File: src/rtl/instruction_control.sv
// instruction_control
// Sits behind the phase Sequencer. It latches the fetched instruction and tells the
// Sequencer which address phases to run (SEQTYPE) and when execution ends (DONE).
// It also checks that strobes arrive in a legal order and counts retired instructions.
// The strobe-order checker is a small FSM that tracks the index of the next STB bit
// it expects (r_exp). Any deviation raises a sticky SEQERR and drops the FSM back to
// IDLE. A further STB[0] then resynchronises the FSM to the instruction stream.

module instruction_control #(
  parameter int CNT_W = 16
) (
  input  logic             SYSCLK,
  input  logic             RESET,
  input  logic [9:0]       CK,
  input  logic [9:0]       STB,
  input  logic [11:0]      MEMDATA,
  output logic [1:0]       SEQTYPE,
  output logic             DONE,
  output logic [11:0]      IR,
  output logic [7:0]       OPCODE,
  output logic [3:0]       CURPHASE,
  output logic [CNT_W-1:0] INSTCNT,
  output logic             SEQERR
);

  // Strobe indices of the fixed phases within CK/STB.
  localparam logic [3:0] IDX_FETCH = 4'd0;
  localparam logic [3:0] IDX_AUTO1 = 4'd1;
  localparam logic [3:0] IDX_IND   = 4'd3;
  localparam logic [3:0] IDX_EXEC1 = 4'd4;

  typedef enum logic [1:0] {
    S_IDLE = 2'd0,
    S_ADDR = 2'd1,
    S_EXEC = 2'd2
  } state_t;

  // ------------------------------------------------------------------
  // Decode helpers
  // ------------------------------------------------------------------

  // Returns {isPPIND, isIND} for instruction bits [11:3].
  // Page-0 autoindex locations 0010-0017 (octal) have bit 7 clear and bits 6:3 equal
  // to 0001. An indirect reference through one of them needs the AUTO1/AUTO2 phases.
  function automatic logic [1:0] f_decode(input logic [8:0] x_hi);
    logic memref;
    logic ind;
    logic ppind;
    memref = (x_hi[8:6] < 3'd6);
    ind    = memref & x_hi[5];
    ppind  = ind & ~x_hi[4] & (x_hi[3:0] == 4'b0001);
    return {ppind, ind};
  endfunction

  // Number of execute phases for each major opcode.
  function automatic logic [1:0] f_exec_n(input logic [2:0] op);
    logic [1:0] n;
    case (op)
      3'd0:    n = 2'd2;  // AND
      3'd1:    n = 2'd2;  // TAD
      3'd2:    n = 2'd3;  // ISZ
      3'd3:    n = 2'd2;  // DCA
      3'd4:    n = 2'd2;  // JMS
      3'd5:    n = 2'd1;  // JMP
      3'd6:    n = 2'd3;  // IOT
      default: n = 2'd2;  // OPR
    endcase
    return n;
  endfunction

  // ------------------------------------------------------------------
  // Registers
  // ------------------------------------------------------------------
  state_t             r_state;
  logic [3:0]         r_exp;
  logic [11:0]        r_ir;
  logic [CNT_W-1:0]   r_instcnt;
  logic               r_seqerr;

  // ------------------------------------------------------------------
  // Combinational nets
  // ------------------------------------------------------------------
  state_t             w_state_next;
  logic [3:0]         w_exp_next;
  logic               w_retire;

  logic [1:0]         w_dec_mem;
  logic [1:0]         w_dec_ir;
  logic [3:0]         w_done_idx;
  logic               w_done;
  logic [9:0]         w_exp_onehot;
  logic               w_stb_any;
  logic               w_stb_multi;
  logic               w_ck_multi;
  logic               w_stb_hit;
  logic               w_err;
  logic [3:0]         w_fetch_exp;
  logic [3:0]         w_curphase;

  assign w_dec_mem = f_decode(MEMDATA[11:3]);
  assign w_dec_ir  = f_decode(r_ir[11:3]);

  // The last execute strobe is STB[3+N]. Execute phase 1 is STB[4].
  assign w_done_idx = 4'd3 + {2'b00, f_exec_n(r_ir[11:9])};

  // The strobe check compares against a one-hot of r_exp. IDLE keeps r_exp at 0, so
  // the only strobe allowed in IDLE is the fetch strobe.
  assign w_exp_onehot = 10'b00_0000_0001 << r_exp;
  assign w_stb_any    = |STB;
  assign w_stb_multi  = |(STB & (STB - 10'd1));
  assign w_ck_multi   = |(CK & (CK - 10'd1));
  assign w_stb_hit    = |(STB & w_exp_onehot);
  assign w_err        = w_ck_multi | w_stb_multi | (w_stb_any & (STB != w_exp_onehot));

  // A fetch jumps to the first address phase it needs, or straight to execute.
  assign w_fetch_exp = w_dec_mem[1] ? IDX_AUTO1 :
                       w_dec_mem[0] ? IDX_IND   : IDX_EXEC1;

  // ------------------------------------------------------------------
  // FSM: state register
  // ------------------------------------------------------------------

  // Advance the strobe tracker. Reset wins over everything.
  always_ff @(posedge SYSCLK) begin
    if (RESET) begin
      r_state <= S_IDLE;
      r_exp   <= IDX_FETCH;
    end else begin
      r_state <= w_state_next;
      r_exp   <= w_exp_next;
    end
  end

  // ------------------------------------------------------------------
  // FSM: next-state logic
  // ------------------------------------------------------------------

  // Choose the next state and expected strobe. Any protocol error aborts to IDLE,
  // even when the same cycle also carries a legal fetch strobe.
  always_comb begin
    w_state_next = r_state;
    w_exp_next   = r_exp;
    w_retire     = 1'b0;
    if (w_err) begin
      w_state_next = S_IDLE;
      w_exp_next   = IDX_FETCH;
    end else begin
      case (r_state)
        S_IDLE: begin
          if (STB[IDX_FETCH]) begin
            w_exp_next   = w_fetch_exp;
            w_state_next = (w_fetch_exp < IDX_EXEC1) ? S_ADDR : S_EXEC;
          end
        end
        S_ADDR: begin
          if (w_stb_hit) begin
            if (r_exp == IDX_IND) begin
              w_state_next = S_EXEC;
              w_exp_next   = IDX_EXEC1;
            end else begin
              w_exp_next   = r_exp + 4'd1;
            end
          end
        end
        S_EXEC: begin
          if (w_stb_hit) begin
            if (w_done) begin
              w_state_next = S_IDLE;
              w_exp_next   = IDX_FETCH;
              w_retire     = 1'b1;
            end else begin
              w_exp_next   = r_exp + 4'd1;
            end
          end
        end
        default: begin
          w_state_next = S_IDLE;
          w_exp_next   = IDX_FETCH;
        end
      endcase
    end
  end

  // ------------------------------------------------------------------
  // FSM: outputs to the Sequencer
  // ------------------------------------------------------------------

  // SEQTYPE goes back to the Sequencer with no delay, so it must reflect the word on
  // the bus during the fetch strobe. DONE is the last execute strobe of this opcode.
  always_comb begin
    SEQTYPE = 2'b00;
    w_done  = 1'b0;
    if (!RESET) begin
      SEQTYPE = STB[IDX_FETCH] ? w_dec_mem : w_dec_ir;
      w_done  = (r_state == S_EXEC) & STB[w_done_idx];
    end
  end

  assign DONE = w_done;

  // ------------------------------------------------------------------
  // Datapath registers
  // ------------------------------------------------------------------

  // Load the instruction register on every fetch strobe.
  // The error flag is sticky until reset. The retire counter wraps naturally.
  always_ff @(posedge SYSCLK) begin
    if (RESET) begin
      r_ir      <= 12'd0;
      r_instcnt <= '0;
      r_seqerr  <= 1'b0;
    end else begin
      if (STB[IDX_FETCH]) begin
        r_ir <= MEMDATA;
      end
      if (w_retire) begin
        r_instcnt <= r_instcnt + 1'b1;
      end
      if (w_err) begin
        r_seqerr <= 1'b1;
      end
    end
  end

  assign IR      = r_ir;
  assign INSTCNT = r_instcnt;
  assign SEQERR  = r_seqerr;

  // ------------------------------------------------------------------
  // One-hot opcode decode of the latched instruction
  // ------------------------------------------------------------------
  genvar gi;
  generate
    for (gi = 0; gi < 8; gi++) begin : g_opcode
      assign OPCODE[gi] = (r_ir[11:9] == 3'(gi));
    end
  endgenerate

  // ------------------------------------------------------------------
  // Current phase index
  // ------------------------------------------------------------------

  // Encode the single active CK window. Report 4'hF when no window or several
  // windows are active.
  always_comb begin
    w_curphase = 4'hF;
    if (!w_ck_multi) begin
      for (int i = 0; i < 10; i++) begin
        if (CK[i]) begin
          w_curphase = 4'(i);
        end
      end
    end
  end

  assign CURPHASE = w_curphase;

endmodule

File: config.mk
export PLATFORM = sky130hd
export DESIGN_NAME = instruction_control
export DESIGN_NICKNAME = d
export VERILOG_FILES = /design/src/rtl/instruction_control.sv
export SDC_FILE = /design/constraint.sdc
export NUM_CORES = 1
export LEC_CHECK = 0
export BUFFER_PORTS_ARGS = -buffer_cell sky130_fd_sc_hd__clkbuf_2
export CORE_MARGIN = 8
export CORE_UTILIZATION = 51
export CTS_CLUSTER_DIAMETER = 80
export CTS_CLUSTER_SIZE = 12
export DETAILED_ROUTE_END_ITERATION = 10
export MAX_ROUTING_LAYER = met4
export PLACE_DENSITY = 0.82
export SLEW_MARGIN = 0
export SYNTH_ARGS = -nofsm -noshare
export SYNTH_HDL_FRONTEND = slang
export SYNTH_SLANG_ARGS = --single-unit
File: constraint.sdc
create_clock -name SYSCLK -period 4.45 [get_ports SYSCLK]
set_clock_uncertainty 0.1 [all_clocks]
set_input_delay 1.1125 -clock SYSCLK [delete_from_list [all_inputs] [get_ports SYSCLK]]
set_output_delay 1.1125 -clock SYSCLK [all_outputs]
set_load 0.02 [all_outputs]
# --- After elaboration in Yosys (flattened, before gate mapping) ---
# Index checks and enable logic that the tools add are counted.
word_totals:
  register_bits: 35
  out_inout_bits: 44
  in_bits: 34
  word_cells: 94
classes:
  eq_ne: 18
  magnitude_cmp: 4
  bitwise: 15
  n_addsub: 5
  reduce_logical: 10
  mux: 36
  shifts: 1
ops:
  columns: ["op", "count"]
  rows:
  - ["$mux 4", 16]
  - ["$reduce_or 10->1", 4]
  - ["$and 10x10->10", 3]
  - ["$sub 10x1->10 const B", 2]
  - ["$add 16x1->16 const B", 1]
  - ["$mux 2", 8]
  - ["$eq 3x3->1 const B", 4]
  - ["$pmux 4 s3", 1]
  - ["$ne 10x10->1", 1]
  - ["$ne 2x2->1 const B", 5]
  - ["$shl 1x4->10 const A", 1]
  - ["$lt 3x3->1 const B", 3]
  - ["$and 1x1->1", 8]
  - ["$eq 4x1->1 const B", 2]
  - ["$eq 3x2->1 const B", 2]
  - ["$mux 1", 6]
  - ["$mux 3", 2]
  - ["$pmux 2 s3", 1]
  - ["$lt 3x5->1 const B", 1]
  - ["$reduce_and 5->1", 1]
  - ["$add 4x1->4 const B", 1]
  - ["$bmux 1 s4", 1]
  - ["$eq 4x2->1 const B", 1]
  - ["$pmux 2 s2", 1]
  - ["10 further kinds", 13]

# --- Depth between registers and ports, before layout ---
# Gate-level depths: netlist of the first run.
logic_depth:
  depth_word: 12
  ltp_mapped: 12
  ltp_nobuf: 10

# --- Least setup slack after synthesis of the first run ---
# Ideal clock, no wire load.
synth_timing:
  path_kind: "input to output"
  start: "input CK[1]"
  end: "output CURPHASE[3]"
  arrival_ps: 2789
  slack_ps: 448
  path_buffers: 0
  path_stages: 4
  t_required_ps: 3238
  path_cell_list: "or4_4 -> a2111oi_1 -> o31ai_1 -> or4b_1"
synth_between:
  elab_chain_len: 10
  word_cells_on_any_way: 13
synth_lines:
  columns: ["element", "line_no", "text"]
  rows:
  - ["from (decl)", "14", "input logic [9:0] CK,"]
  - ["branches (longest 9 deep; another with $sub 10x1->10)", null, null]
  - ["$mux 4 (*)", "247", "if (!w_ck_multi) begin"]
  - ["to (decl)", "21", "output logic [3:0] CURPHASE,"]
# Mark *: on every way between the ends.

# --- Worst setup path in the final report of the first run ---
# Same ends and word-level chain as after synthesis.

==> flow_metrics.py, run 1 <==
metrics = {
    "die": {
        "die_w_um": 85.5,
        "num_rows": 25,
        "coreArea_mm2": 0.00469,
        "die_h_um": 85.5,
        "ioPinCount": 78,
        "start_util": 0.524,
        "dieArea_mm2": 0.00730,
    },
    "setup_path": {
        "critical_path_buf_inv_count": 2,
        "end_kind": "primary output",
        "worstRegToRegCells": 10,
        "worstPathCellList": "clkbuf_2 > or4_4 > a2111oi_1 > o31ai_1 > or4b_1 > clkbuf_2",
        "critical-path-slowest-cell": "or4_4",
        "arrival_ps": 3030,
        "path_depth": 6,
        "crit_path_max_fanout": 6,
        "cpPeakStageDelay_ps": 570,
        "crit_required_ps": 3240,
        "critical_path.top_delay_family": "simple AND/OR/NAND/NOR gates",
        "path_class": "input pin to primary output",
        "cp_common_cell": "clkbuf_2",
        "worst_setup_path_start_kind": "input pin",
    },
    "synthesis": {
        "synth_cells": 309,
        "yosysUniqueCellTypes": 47,
        "synth_warnings": 0,
        "seq_area_frac_synth": 0.285,
        "syn_avg_cell_area_um2": 7.96,
        "synth_edf_count": 0,
        "synth_area_mm2": 0.00246,
        "postSynth.asyncResetShare": 0,
        "synth_flop_cell": "dfxtp_1",
        "syn_nets": 360,
        "ys_ff_latch": 35,
    },
    "place": {
        "dp_hpwl_um": 4870,
        "pre_cts_ws_ps": 203,
        "place_congestion": 0.858,
        "port-buffer-count": 77,
    },
    "cts": {
        "clock_latency_ps": 300,
        "cts_sinks": 35,
        "clk_pin_slew_worst_paths_ps": 70,
        "cts_setup_buffers": 0,
        "htreeDepth": 2,
        "cts_buffer_depth": 2,
        "cts_resized": 0,
        "holdBufCountCts": 0,
        "root_buffer": "clkbuf_8",
        "cts_tree": "done",
        "cts_made_buffers": 5,
    },
    "power": {
        "combPwrFrac": 0.149,
        "peakVddDrop_v": 0.000210,
        "internal-power_uw": 487,
        "power.switching_uw": 190,
        "switching_share": 0.281,
        "clock_power_share": 0.368,
        "p_per_area_mw_per_mm2": 229,
        "p_leak_uw": 0.00123,
        "p_seq_frac": 0.483,
    },
    "global_routing": {
        "antenna_found_initial": 0,
        "grt_pass1_wl_um": 10700,
        "grt_start_max_net_pins": 41,
        "grt_util_all_layers": 0.181,
        "grt-ovfl-total": 0,
        "grt_pass1_vias": 2387,
    },
    "sta": {
        "timing.slew.headroom": 0.575,
        "final_hold_viol_count": 0,
        "fmax_ghz": 0.236,
        "timing.setup.tns_ps": 0,
        "maxSlewViolCount": 0,
        "finalSetupViolations": 0,
        "worst_pin_slew_ps": 638,
        "whs_ps": 385,
        "rsz0062_at_grt": "no",
        "layout_min_cycle_time_ps": 4240,
        "fin_crit_sh": 0.953,
        "fin_ws_ps": 211,
    },
    "run": {
        "max_cap_viol_count": 0,
    },
    "worst_hold_path": {
        "worstHoldPathType": "flip-flop to flip-flop",
        "hold_depth": 2,
    },
    "route": {
        "routed_via_density": 5.83,
        "wl_um": 6360,
        "wl_per_cell_um": 14.6,
        "route.detailed.drc": 0,
        "drtAntennaViolNets": 0,
        "vias": 2532,
        "dr.pass1.iters": 4,
        "drt-initial-drc-count": 100,
    },
    "finish": {
        "antenna_cells": 0,
        "layout-drive-gt1-share": 0.242,
        "utilization": 0.632,
        "fillers": 433,
        "synthToLayoutAreaGrowth_pct": 20.5,
        "nets": 430,
    },
    "status": {
        "outcome": "complete, no violations",
    },
}
[area by class of cell]
| cell class | instances | area [µm²] | area share |
|---|---|---|---|
| multi-input combinational | 245 | 1650 | 0.555 |
| inverter | 11 | 41.3 | 0.0139 |
| clock inverter | 1 | 8.76 | 0.00295 |
| tap | 54 | 67.6 | 0.0228 |
| sequential | 35 | 701 | 0.236 |
| timing repair buffer | 81 | 415 | 0.140 |
| clock buffer | 7 | 86.3 | 0.0291 |
[through the flow]
| step | std cells | power, µW | cell area [µm²] |
|---|---|---|---|
| after floorplan | 309 | 390 | 2460 |
| after global placement | 426 | 433 | 2870 |
| after detailed placement | 426 | 436 | 2870 |
| after CTS | 434 | 679 | 2970 |
| after global routing | 434 | 704 | 2970 |
| final | 434 | 678 | 2970 |
[worst register-to-register path, cell delays in order (launching register included)]
cell and delay [ps]:
dfxtp_1 430, ha_1 260, ha_1 180, nor2b_1 140
ha_1 150, nor4_1 50, nand3_1 170, nand4_1 360
or4_1 660, or4_1 410, a21oi_1 150
[layout by cell type, fill, tap and decap left out, types with 13 or more instances in the layout]
cell type / synthesis / layout
clkbuf_2: 0 / 77
dfxtp_1: 35 / 35
nor2_1: 35 / 35
a21oi_1: 20 / 20
ha_1: 17 / 17
or4_1: 16 / 16
nand2_1: 15 / 15
nor3_1: 15 / 15
mux2i_1: 13 / 13
[cell usage after synthesis, types with 2 or more instances]
cell / count / area (µm²)
a2111oi_0: 5 / 43.8
a211oi_1: 7 / 52.6
a21oi_1: 20 / 100
a311oi_1: 2 / 17.5
and2_1: 7 / 43.8
and3_1: 3 / 18.8
buf_1: 2 / 7.51
buf_2: 4 / 20.0
clkbuf_1: 12 / 45.0
dfxtp_1: 35 / 701
ha_1: 17 / 213
inv_1: 11 / 41.3
mux2_1: 3 / 33.8
mux2i_1: 13 / 130
nand2_1: 15 / 56.3
nand2b_1: 4 / 25.0
nand3_1: 10 / 50.1
nand3b_1: 3 / 22.5
nand4_1: 2 / 12.5
nor2_1: 35 / 131
nor2b_1: 6 / 37.5
nor3_1: 15 / 75.1
nor3b_1: 4 / 30.0
nor4_1: 7 / 43.8
o21ai_0: 4 / 20.0
o21ai_1: 3 / 15.0
o31ai_1: 11 / 82.6
o41ai_1: 3 / 26.3
or2_1: 3 / 18.8
or3_1: 8 / 50.1
or4_1: 16 / 120
or4b_1: 4 / 40.0
[sequential cells by signal, indices dropped and copies added, names as in the netlist]
register / count
r_exp: 4
INSTCNT: 16
SEQERR: 1
IR: 12
r_state: 2
[cells by family after synthesis]
| group | synth area share |
|---|---|
| AND/OR/NAND/NOR | 0.331 |
| AO/OA/AOI/OAI | 0.168 |
| flip-flops | 0.285 |
| buffers and inverters | 0.0463 |
| adder cells (fa/ha/maj) | 0.0951 |
| multiplexers | 0.0712 |
| XOR/XNOR | 0.00356 |
[worst paths after layout]
kind         startpoint          end  slack, ps
max               CK[1]  CURPHASE[3]        210
min              SEQERR       SEQERR        380
max reg2reg    r_exp[0]  INSTCNT[15]       1330
min reg2reg      SEQERR       SEQERR        380
[power by group through the flow]
stage	Clock (µW)	Sequential [µW]	Combinational, µW
6_report	250	327	101
3_3_place_gp	0	334	98.9
2_1_floorplan	0	340	50.5
3_5_place_dp	0	334	101
5_1_grt	263	328	112
4_1_cts	251	327	101
[layer usage]
layer	part of all wire	track usage
met3	0.058	0.0463
met1	0.44	0.202
met4	0.0058	0.0462
met2	0.49	0.312
met5	0	-
No activity file was read; power rests on OpenSTA's default activity.
==> inputs of run 2 (changes only) <==
CORE_UTILIZATION = 30   (was 51)
PLACE_DENSITY = 0.54   (was 0.82)
==> flow_metrics.py, run 2 (synthesis results as in run 1) <==
metrics = {
    "finish": {
        "stdcell_area_mm2": 0.00305,
        "antenna_cells": 0,
        "largest_reg_flops": 16,
        "synthToLayoutAreaGrowth_pct": 24.1,
        "nets": 429,
        "final_cell_mix": "clkbuf_2 (77), dfxtp_1 (35), nor2_1 (35)",
        "final_common_cell": "clkbuf_2",
        "layout-drive-gt1-share": 0.245,
        "utilization": 0.377,
    },
    "route": {
        "drtAntennaViolNets": 0,
        "dr.pass1.iters": 4,
        "wl_per_cell_um": 14.2,
        "route.detailed.drc": 0,
        "routed_via_density": 5.18,
        "vias": 2507,
        "drt-initial-drc-count": 100,
        "wl_um": 6900,
    },
    "power": {
        "power.switching_uw": 196,
        "combPwrFrac": 0.137,
        "clock_power_share": 0.421,
        "switching_share": 0.264,
        "report.power.total_uw": 741,
        "p_per_area_mw_per_mm2": 243,
        "peakVddDrop_v": 0.000150,
        "p_seq_frac": 0.442,
        "p_leak_uw": 0.00124,
        "internal-power_uw": 545,
    },
    "global_routing": {
        "grt_pass1_wl_um": 11700,
        "grt_pass1_vias": 2506,
        "grt_start_max_net_pins": 41,
        "top_usage_layer": "met2",
        "grt_util_all_layers": 0.127,
        "grt-ovfl-total": 0,
        "use_met3": 0.0333,
        "use_met2": 0.211,
        "antenna_found_initial": 0,
        "grt_util_met1": 0.148,
    },
    "setup_path": {
        "critical-path-slowest-cell": "or4_4",
        "arrival_ps": 3060,
        "worst_setup_path_start_kind": "input pin",
        "worstRegToRegCells": 10,
        "crit_path_max_fanout": 6,
        "end_kind": "primary output",
        "path_class": "input pin to primary output",
        "crit_required_ps": 3240,
        "path_depth": 6,
        "cpPeakStageDelay_ps": 570,
        "worstPathCellList": "clkbuf_2 > or4_4 > a2111oi_1 > o31ai_1 > or4b_1 > clkbuf_2",
        "critical_path.top_delay_family": "simple AND/OR/NAND/NOR gates",
        "critical_path_buf_inv_count": 2,
        "cp_common_cell": "clkbuf_2",
    },
    "run": {
        "max_cap_viol_count": 0,
    },
    "sta": {
        "layout_min_cycle_time_ps": 4270,
        "finalSetupViolations": 0,
        "rsz0062_at_grt": "no",
        "final_hold_viol_count": 0,
        "fin_crit_sh": 0.960,
        "fmax_ghz": 0.234,
        "timing.slew.headroom": 0.230,
        "maxSlewViolCount": 0,
        "timing.setup.tns_ps": 0,
        "worst_pin_slew_ps": 1150,
    },
    "worst_hold_path": {
        "hold_depth": 2,
        "worstHoldPathType": "flip-flop to flip-flop",
    },
    "die": {
        "dieArea_mm2": 0.0114,
        "start_util": 0.304,
        "ioPinCount": 78,
        "coreArea_mm2": 0.00809,
        "die_w_um": 107,
        "num_rows": 33,
        "die_h_um": 107,
    },
    "place": {
        "port-buffer-count": 77,
        "place_area_mm2": 0.00293,
        "place_congestion": 0.766,
        "dp_hpwl_um": 5350,
    },
    "cts": {
        "cts_setup_buffers": 0,
        "cts_made_buffers": 5,
        "cts_sinks": 35,
        "htreeDepth": 2,
        "root_buffer": "clkbuf_8",
        "holdBufCountCts": 0,
        "cts_tree": "done",
        "cts_buffer_depth": 2,
        "clk_pin_slew_worst_paths_ps": 80,
        "clock_latency_ps": 300,
        "cts_resized": 0,
    },
    "status": {
        "outcome": "complete, no violations",
    },
}
==> run 2: metal layers <==
layer,up-vias,share of wire
met1,1150,0.46
met2,54,0.48
li1,1298,-
met4,0,0.0099
met3,5,0.052
met5,-,0
==> run 2: layout make-up <==
cell class	instances	area (µm²)
Tap cell	105	131
Fill cell	895	5040
Inverter	11	41.3
Clock inverter	2	38.8
Timing Repair Buffer	80	408
Clock buffer	6	82.6
Multi-Input combinational cell	245	1650
Sequential cell	35	701
==> run 2: final timing paths <==
check	start	to	slack (ps)
setup / recovery	CK[1]	CURPHASE[3]	180
hold / removal	INSTCNT[15]	INSTCNT[15]	380
setup reg to reg	r_exp[0]	INSTCNT[5]	1090
hold reg to reg	INSTCNT[15]	INSTCNT[15]	380
==> run 2: tightest hold or removal path, delay by kind of cell, from the launching register on <==
family / cells / cell delay, ps
compound gates: 2 / 120
flops: 1 / 330
==> run 2: stage by stage <==
stage               setup WS, ps  cells  hold WS, ps
detailed placement           183    476          376
global route                90.7    484          411
finish                       178    484          384
global placement             224    476          366
CTS                          172    484          388
floorplan                    448    309          418
==> run 2: power groups by stage <==
stage	clock network [µW]	logic, µW	registers (µW)
after CTS	321	103	327
after floorplan	0	50.5	340
after global routing	335	113	329
final	312	102	327
after global placement	0	101	334
after detailed placement	0	103	335
